### config.mk
export PLATFORM = sky130hd
export DESIGN_NAME = regfile
export DESIGN_NICKNAME = d
export VERILOG_FILES = /design/src/rtl/regfile_pkg.sv /design/src/rtl/regfile_init.sv /design/src/rtl/regfile.sv
export SDC_FILE = /design/constraint.sdc
export NUM_CORES = 1
export LEC_CHECK = 0
export BUFFER_PORTS_ARGS = -buffer_cell sky130_fd_sc_hd__clkbuf_2
export CORE_MARGIN = 2
export CORE_UTILIZATION = 63
export CTS_CLUSTER_DIAMETER = 40
export DETAILED_ROUTE_END_ITERATION = 12
export GPL_ROUTABILITY_DRIVEN = 0
export PLACE_DENSITY_LB_ADDON = 0.1
export SYNTH_ARGS = -nofsm -noshare
export SYNTH_HDL_FRONTEND = slang
export SYNTH_SLANG_ARGS = --single-unit
### constraint.sdc
create_clock -name clk -period 3.5 [get_ports clk]
set_input_delay 0.175 -clock clk [delete_from_list [all_inputs] [get_ports clk]]
set_output_delay 0.175 -clock clk [all_outputs]
set_load 0.1 [all_outputs]
### src/rtl/regfile_pkg.sv
`default_nettype none
// +------------------------------------------------------------------+
// | Module      : regfile_pkg                                         |
// | Description : Shared constants, enables and clear-FSM encoding    |
// |               for the architectural register file.               |
// | Revision    : 1.0 - initial release                               |
// +------------------------------------------------------------------+
package regfile_pkg;

  localparam int c_NUM_REGS = 32;
  localparam int c_DATA_W   = 32;
  localparam int c_ADDR_W   = 5;

  localparam logic c_WRITE_ENABLE  = 1'b1;
  localparam logic c_WRITE_DISABLE = 1'b0;
  localparam logic c_READ_DISABLE  = 1'b0;

  // rst is active low for this block
  localparam logic c_RST_ACTIVE = 1'b0;

  typedef enum logic [0:0] {
    RF_CLEAR = 1'b0,
    RF_READY = 1'b1
  } rf_state_e;

endpackage
`default_nettype wire

### src/rtl/regfile_init.sv
`default_nettype none
// +------------------------------------------------------------------+
// | Module      : regfile_init                                        |
// | Description : Sequential clear engine. After reset it walks       |
// |               r1..r(N-1) writing zero, holding busy high until    |
// |               the last register has been cleared.                 |
// | Revision    : 1.0 - initial release                               |
// +------------------------------------------------------------------+
module regfile_init
  import regfile_pkg::*;
#(
  parameter  int NUM_REGS = c_NUM_REGS,
  localparam int ADDR_W   = $clog2(NUM_REGS)
) (
  input  logic              clk,
  input  logic              rst,
  output logic              busy,
  output logic              clr_we,
  output logic [ADDR_W-1:0] clr_addr
);

  // r0 is hardwired, so the walk starts at r1 and ends at the top register
  localparam logic [ADDR_W-1:0] c_FIRST_IDX = ADDR_W'(1);
  localparam logic [ADDR_W-1:0] c_LAST_IDX  = ADDR_W'(NUM_REGS - 1);

  rf_state_e         r_state;
  rf_state_e         w_state_nxt;
  logic [ADDR_W-1:0] r_clr_idx;
  logic [ADDR_W-1:0] w_clr_idx_nxt;

  // State and clear index registers; reset restarts the walk from r1
  always_ff @(posedge clk) begin
    if (rst == c_RST_ACTIVE) begin
      r_state   <= RF_CLEAR;
      r_clr_idx <= c_FIRST_IDX;
    end else begin
      r_state   <= w_state_nxt;
      r_clr_idx <= w_clr_idx_nxt;
    end
  end

  // Next-state logic: one register cleared per cycle, leave CLEAR after the last
  always_comb begin
    w_state_nxt   = r_state;
    w_clr_idx_nxt = r_clr_idx;
    clr_we        = c_WRITE_DISABLE;
    case (r_state)
      RF_CLEAR: begin
        clr_we = c_WRITE_ENABLE;
        if (r_clr_idx == c_LAST_IDX) begin
          w_state_nxt = RF_READY;
        end else begin
          w_clr_idx_nxt = r_clr_idx + ADDR_W'(1);
        end
      end
      RF_READY: begin
        w_state_nxt = RF_READY;
      end
      default: begin
        w_state_nxt = RF_CLEAR;
      end
    endcase
  end

  assign busy     = (r_state == RF_CLEAR);
  assign clr_addr = r_clr_idx;

endmodule
`default_nettype wire

### src/rtl/regfile.sv
`default_nettype none
// +------------------------------------------------------------------+
// | Module      : regfile                                             |
// | Description : 32 x 32 architectural register file. Two async      |
// |               read ports, one sync write port, r0 reads as zero.  |
// |               Contents are zeroed by regfile_init after reset.    |
// |               Option macro REGFILE_BYPASS_EN adds a same-cycle    |
// |               write-to-read bypass on both read ports.            |
// | Revision    : 1.0 - initial release                               |
// +------------------------------------------------------------------+
module regfile
  import regfile_pkg::*;
#(
  parameter  int NUM_REGS = c_NUM_REGS,
  parameter  int DATA_W   = c_DATA_W,
  localparam int ADDR_W   = $clog2(NUM_REGS)
) (
  input  logic              clk,
  input  logic              rst,
  input  logic              we,
  input  logic [ADDR_W-1:0] waddr,
  input  logic [DATA_W-1:0] wdata,
  input  logic              re1,
  input  logic [ADDR_W-1:0] raddr1,
  output logic [DATA_W-1:0] rdata1,
  input  logic              re2,
  input  logic [ADDR_W-1:0] raddr2,
  output logic [DATA_W-1:0] rdata2,
  output logic              busy
);

  localparam logic [ADDR_W-1:0] c_ZERO_ADDR = '0;
  localparam logic [DATA_W-1:0] c_ZERO_DATA = '0;

  logic              w_busy;
  logic              w_clr_we;
  logic [ADDR_W-1:0] w_clr_addr;
  logic              w_ext_we;
  logic              w_wr_en;
  logic [ADDR_W-1:0] w_wr_addr;
  logic [DATA_W-1:0] w_wr_data;

  // Storage has no reset; r_mem[0] is never written and never read
  logic [DATA_W-1:0] r_mem [NUM_REGS];

  regfile_init #(
    .NUM_REGS (NUM_REGS)
  ) u_init (
    .clk      (clk),
    .rst      (rst),
    .busy     (w_busy),
    .clr_we   (w_clr_we),
    .clr_addr (w_clr_addr)
  );

  assign w_ext_we = (we == c_WRITE_ENABLE) && (waddr != c_ZERO_ADDR);

  // Write-port mux: the clear engine owns the array while busy
  always_comb begin
    w_wr_en   = c_WRITE_DISABLE;
    w_wr_addr = waddr;
    w_wr_data = wdata;
    if (rst != c_RST_ACTIVE) begin
      if (w_clr_we == c_WRITE_ENABLE) begin
        w_wr_en   = c_WRITE_ENABLE;
        w_wr_addr = w_clr_addr;
        w_wr_data = c_ZERO_DATA;
      end else if (!w_busy && w_ext_we) begin
        w_wr_en = c_WRITE_ENABLE;
      end
    end
  end

  // Single synchronous write into the array
  always_ff @(posedge clk) begin
    if (w_wr_en == c_WRITE_ENABLE) begin
      r_mem[w_wr_addr] <= w_wr_data;
    end
  end

  // Read-port priority: reset, clearing, disabled, r0, bypass, stored value
  function automatic logic [DATA_W-1:0] f_read(
    input logic              re_n,
    input logic [ADDR_W-1:0] raddr_n,
    input logic [DATA_W-1:0] stored
  );
    if (rst == c_RST_ACTIVE || w_busy || re_n == c_READ_DISABLE ||
        raddr_n == c_ZERO_ADDR) begin
      return c_ZERO_DATA;
    end
`ifdef REGFILE_BYPASS_EN
    if (we == c_WRITE_ENABLE && waddr == raddr_n) begin
      return wdata;
    end
`endif
    return stored;
  endfunction

  assign rdata1 = f_read(re1, raddr1, r_mem[raddr1]);
  assign rdata2 = f_read(re2, raddr2, r_mem[raddr2]);
  assign busy   = w_busy;

endmodule
`default_nettype wire

==> reports/qor.yml <==
run_status: "completed"
synthArstFlopShare_pct: 0
netlist.area_leader.share_pct: 63.0
relSlewSlack_pct: 4.34
leakagePower_nw: 19.6
fraction_of_the_yosys_area_taken_by_sequential_cells_pct: 63.2
place.port_buffers: 116
drc: 0
placement_rows: 102
grt_remaining_overflow: 0
synth-seq-cells: 1030
worst_setup_path_end_kind: "output pin"
synthToLayoutAreaGrowth_pct: 17.8
cts_buffer_depth: 3
grt_usage_pct: 38.5
delay_of_the_slowest_cell_on_the_worst_path_ns: 0.55
detail_route_antenna_nets: 0
worst_ep_arrival_time_ns: 3.19
cell_occurring_most_often_along_the_worst_timing_path: "buf_12"
path_type_of_the_worst_setup_path: "register to output pin"
hold_violations: 0
finalWirelength_mm: 151
worst_setup_hold_path_clk_slew_ns: 0.06
fmax_mhz: 297
syn-mean-instance-area_um2: 17.2
syn_inst: 2835
postLayoutCellArea_um2: 57500
numClockSinks: 1030
total_die_area_um2: 79700
r2r_slack_ns: 0.58
largest_net_degree_at_the_start_of_global_routing: 60
synth-edff-count: 1024
routed-via-count: 31571
postPlaceCellArea_um2: 52800
layout_worst_path_cycle_share_pct: 96.2
routed_via_density: 7.51
max_stage_delay_cell_worst_path: "dfxtp_1"
max_cap_violations: 0
synth_top_area_cell: "edfxtp_1"
drive_gt1_share_pct: 31.3
ys.warnings.count: 0
max-vdd-ir-drop_uv: 450
chipHeight_um: 282
totalPowerFinal_w: 0.0301
timing.setup.tns_ns: 0
postSynth.topFlopCell: "edfxtp_1"
clockRootBuffer: "clkbuf_16"
clk_latency_ns: 0.73
worst_slew_pin_slew_ns: 1.43
num-nets-final: 3108
antenna_found_initial: 2
post_synth_main_area_contributors: "edfxtp_1 (63%), mux4_2 (14%), mux2i_1 (8.9%), mux2_2 (2.7%), a22oi_1 (2.3%)"
diodes: 0
io_pins: 117
final_max_slew_viol_count: 0
wire_per_inst_um: 35.9
worstPathCellList: "nand3_2, nor3_4, buf_12, nand3_1, a32oi_1, buf_12"
dp.final_hpwl_mm: 90.6
post-route-min-period_ns: 3.37
cts_tree: "done"
initial_util_pct: 63.3
clock_skew_ns: 0.0201
drt_iter0_markers: 4954
cts.htree.levels: 4
cp.required_ns: 3.32
start_kind: "register"
final.hold.worst_slack_ns: 0.0764
p_per_area_nw_per_um2: 524
die_width_um: 282
tritoncts.num_buffers: 138
setup-violations-final: 0
postSynthNetCount: 2889
rsz0062_at_grt: "no"
worst_path_max_fanout: 24
grt_pass1_wl_mm: 216
post_synthesis_instance_area_um2: 48800
fp.coreArea_um2: 77100
synth.distinct_cells: 43
holdCritPathClass: "input port to register"
firstDrtPassIters: 6
vias_in_the_first_global_route: 31746
## registers in the layout (all words and copies together), names as in the netlist
name and flops:
r_mem 1024, u_init.clr_addr 5, u_init.r_state 1
## synth_stat cells, types with 6 or more instances
cell type	number
edfxtp_1	1024
mux2i_1	434
mux4_2	298
a22oi_1	152
nand2_1	119
mux2_2	115
clkbuf_1	96
a21oi_1	68
nand3_1	63
buf_2	60
a221oi_1	54
nor2_1	46
a31oi_1	45
nand2b_1	45
a32oi_1	38
and2_1	37
buf_4	34
buf_1	23
o211ai_1	19
buf_6	8
nor2b_1	7
dfxtp_1	6
inv_1	6
## path summary, 6_finish.rpt
| kind | start | to | depth (start not counted) |
|---|---|---|---|
| setup / recovery | u_init.r_state$_SDFF_PN0_ | rdata1[7] | 6 |
| hold / removal | wdata[30] | r_mem[8][30]$_DFFE_PP_ | 3 |
| setup reg to reg | u_init.r_state$_SDFF_PN0_ | r_mem[27][21]$_DFFE_PP_ | 3 |
| hold reg to reg | u_init.clr_addr[4]$_SDFFE_PN0P_ | u_init.clr_addr[4]$_SDFFE_PN0P_ | 2 |
## per-stage QoR
step / setup slack, ns / util (%) / std cells
final: 0.133 / 74.6 / 4204
after global routing: 0.0914 / 74.6 / 4204
after CTS: 0.00311 / 74.5 / 4204
after detailed placement: 0.465 / 68.5 / 3953
after global placement: 0.479 / 68.5 / 3953
after floorplan: 0.278 / - / 2835
## metal layers
| metal | global-route usage (%) | part of all wire (%) | up-vias |
|---|---|---|---|
| met4 | 18.5 | 5.1 | 0 |
| li1 | - | - | 12284 |
| met1 | 53.1 | 36 | 16137 |
| met2 | 58.3 | 46 | 2639 |
| met5 | 0 | 0 | - |
| met3 | 9.63 | 13 | 511 |
## logic make-up after synthesis
logic type / Yosys count / synth area share (%)
compound gates: 387 / 5.72
xor+xnor: 3 / 0.0538
fa+ha+maj: 2 / 0.0513
buf+inv: 234 / 2.35
flops: 1030 / 63.2
mux: 847 / 25.3
simple gates: 332 / 3.27
## where the power goes
| part | switching [W] | internal (W) | total, W |
|---|---|---|---|
| Sequential | 0.0000719 | 0.0137 | 0.0138 |
| Combinational | 0.00139 | 0.000898 | 0.00229 |
| Clock | 0.00551 | 0.00849 | 0.0140 |
| Total | 0.00698 | 0.0231 | 0.0301 |
## final cells by class
| type | count | area (µm²) |
|---|---|---|
| sequential | 1030 | 30900 |
| fill | 4487 | 19600 |
| multi-input combinational | 1571 | 17100 |
| clock buffer | 157 | 3690 |
| timing repair buffer | 302 | 3500 |
| tap | 1040 | 1300 |
| clock inverter | 93 | 933 |
| inverter | 11 | 41.3 |
## worst max-delay path: cells and delay by family (launching register included)
family	cells	cell delay (ns)
buffers and inverters	2	0.52
AND/OR/NAND/NOR	3	0.83
flip-flops	1	0.55
AO/OA/AOI/OAI	1	0.51
## cells in the final DEF (no fill, tap or decap), types with 36 or more instances in the layout
cell type / n
a21oi_1: 67
a221oi_1: 54
a22oi_1: 152
a31oi_1: 45
a32oi_1: 36
and2_1: 36
buf_12: 105
buf_4: 144
clkbuf_16: 146
clkbuf_2: 46
edfxtp_1: 1024
mux2_2: 115
mux2i_1: 434
mux4_2: 298
nand2_1: 119
nand2b_1: 44
nand3_1: 61
nor2_4: 36
## what timing repair did
item	4_1_cts	5_1_grt
resized for setup	2	3
hold endpoints to repair	6	0
hold buffers	1	0
setup endpoints to repair	2	19
pin swaps	0	0
setup buffers	0	0
Power figures use the tool's default switching activity.
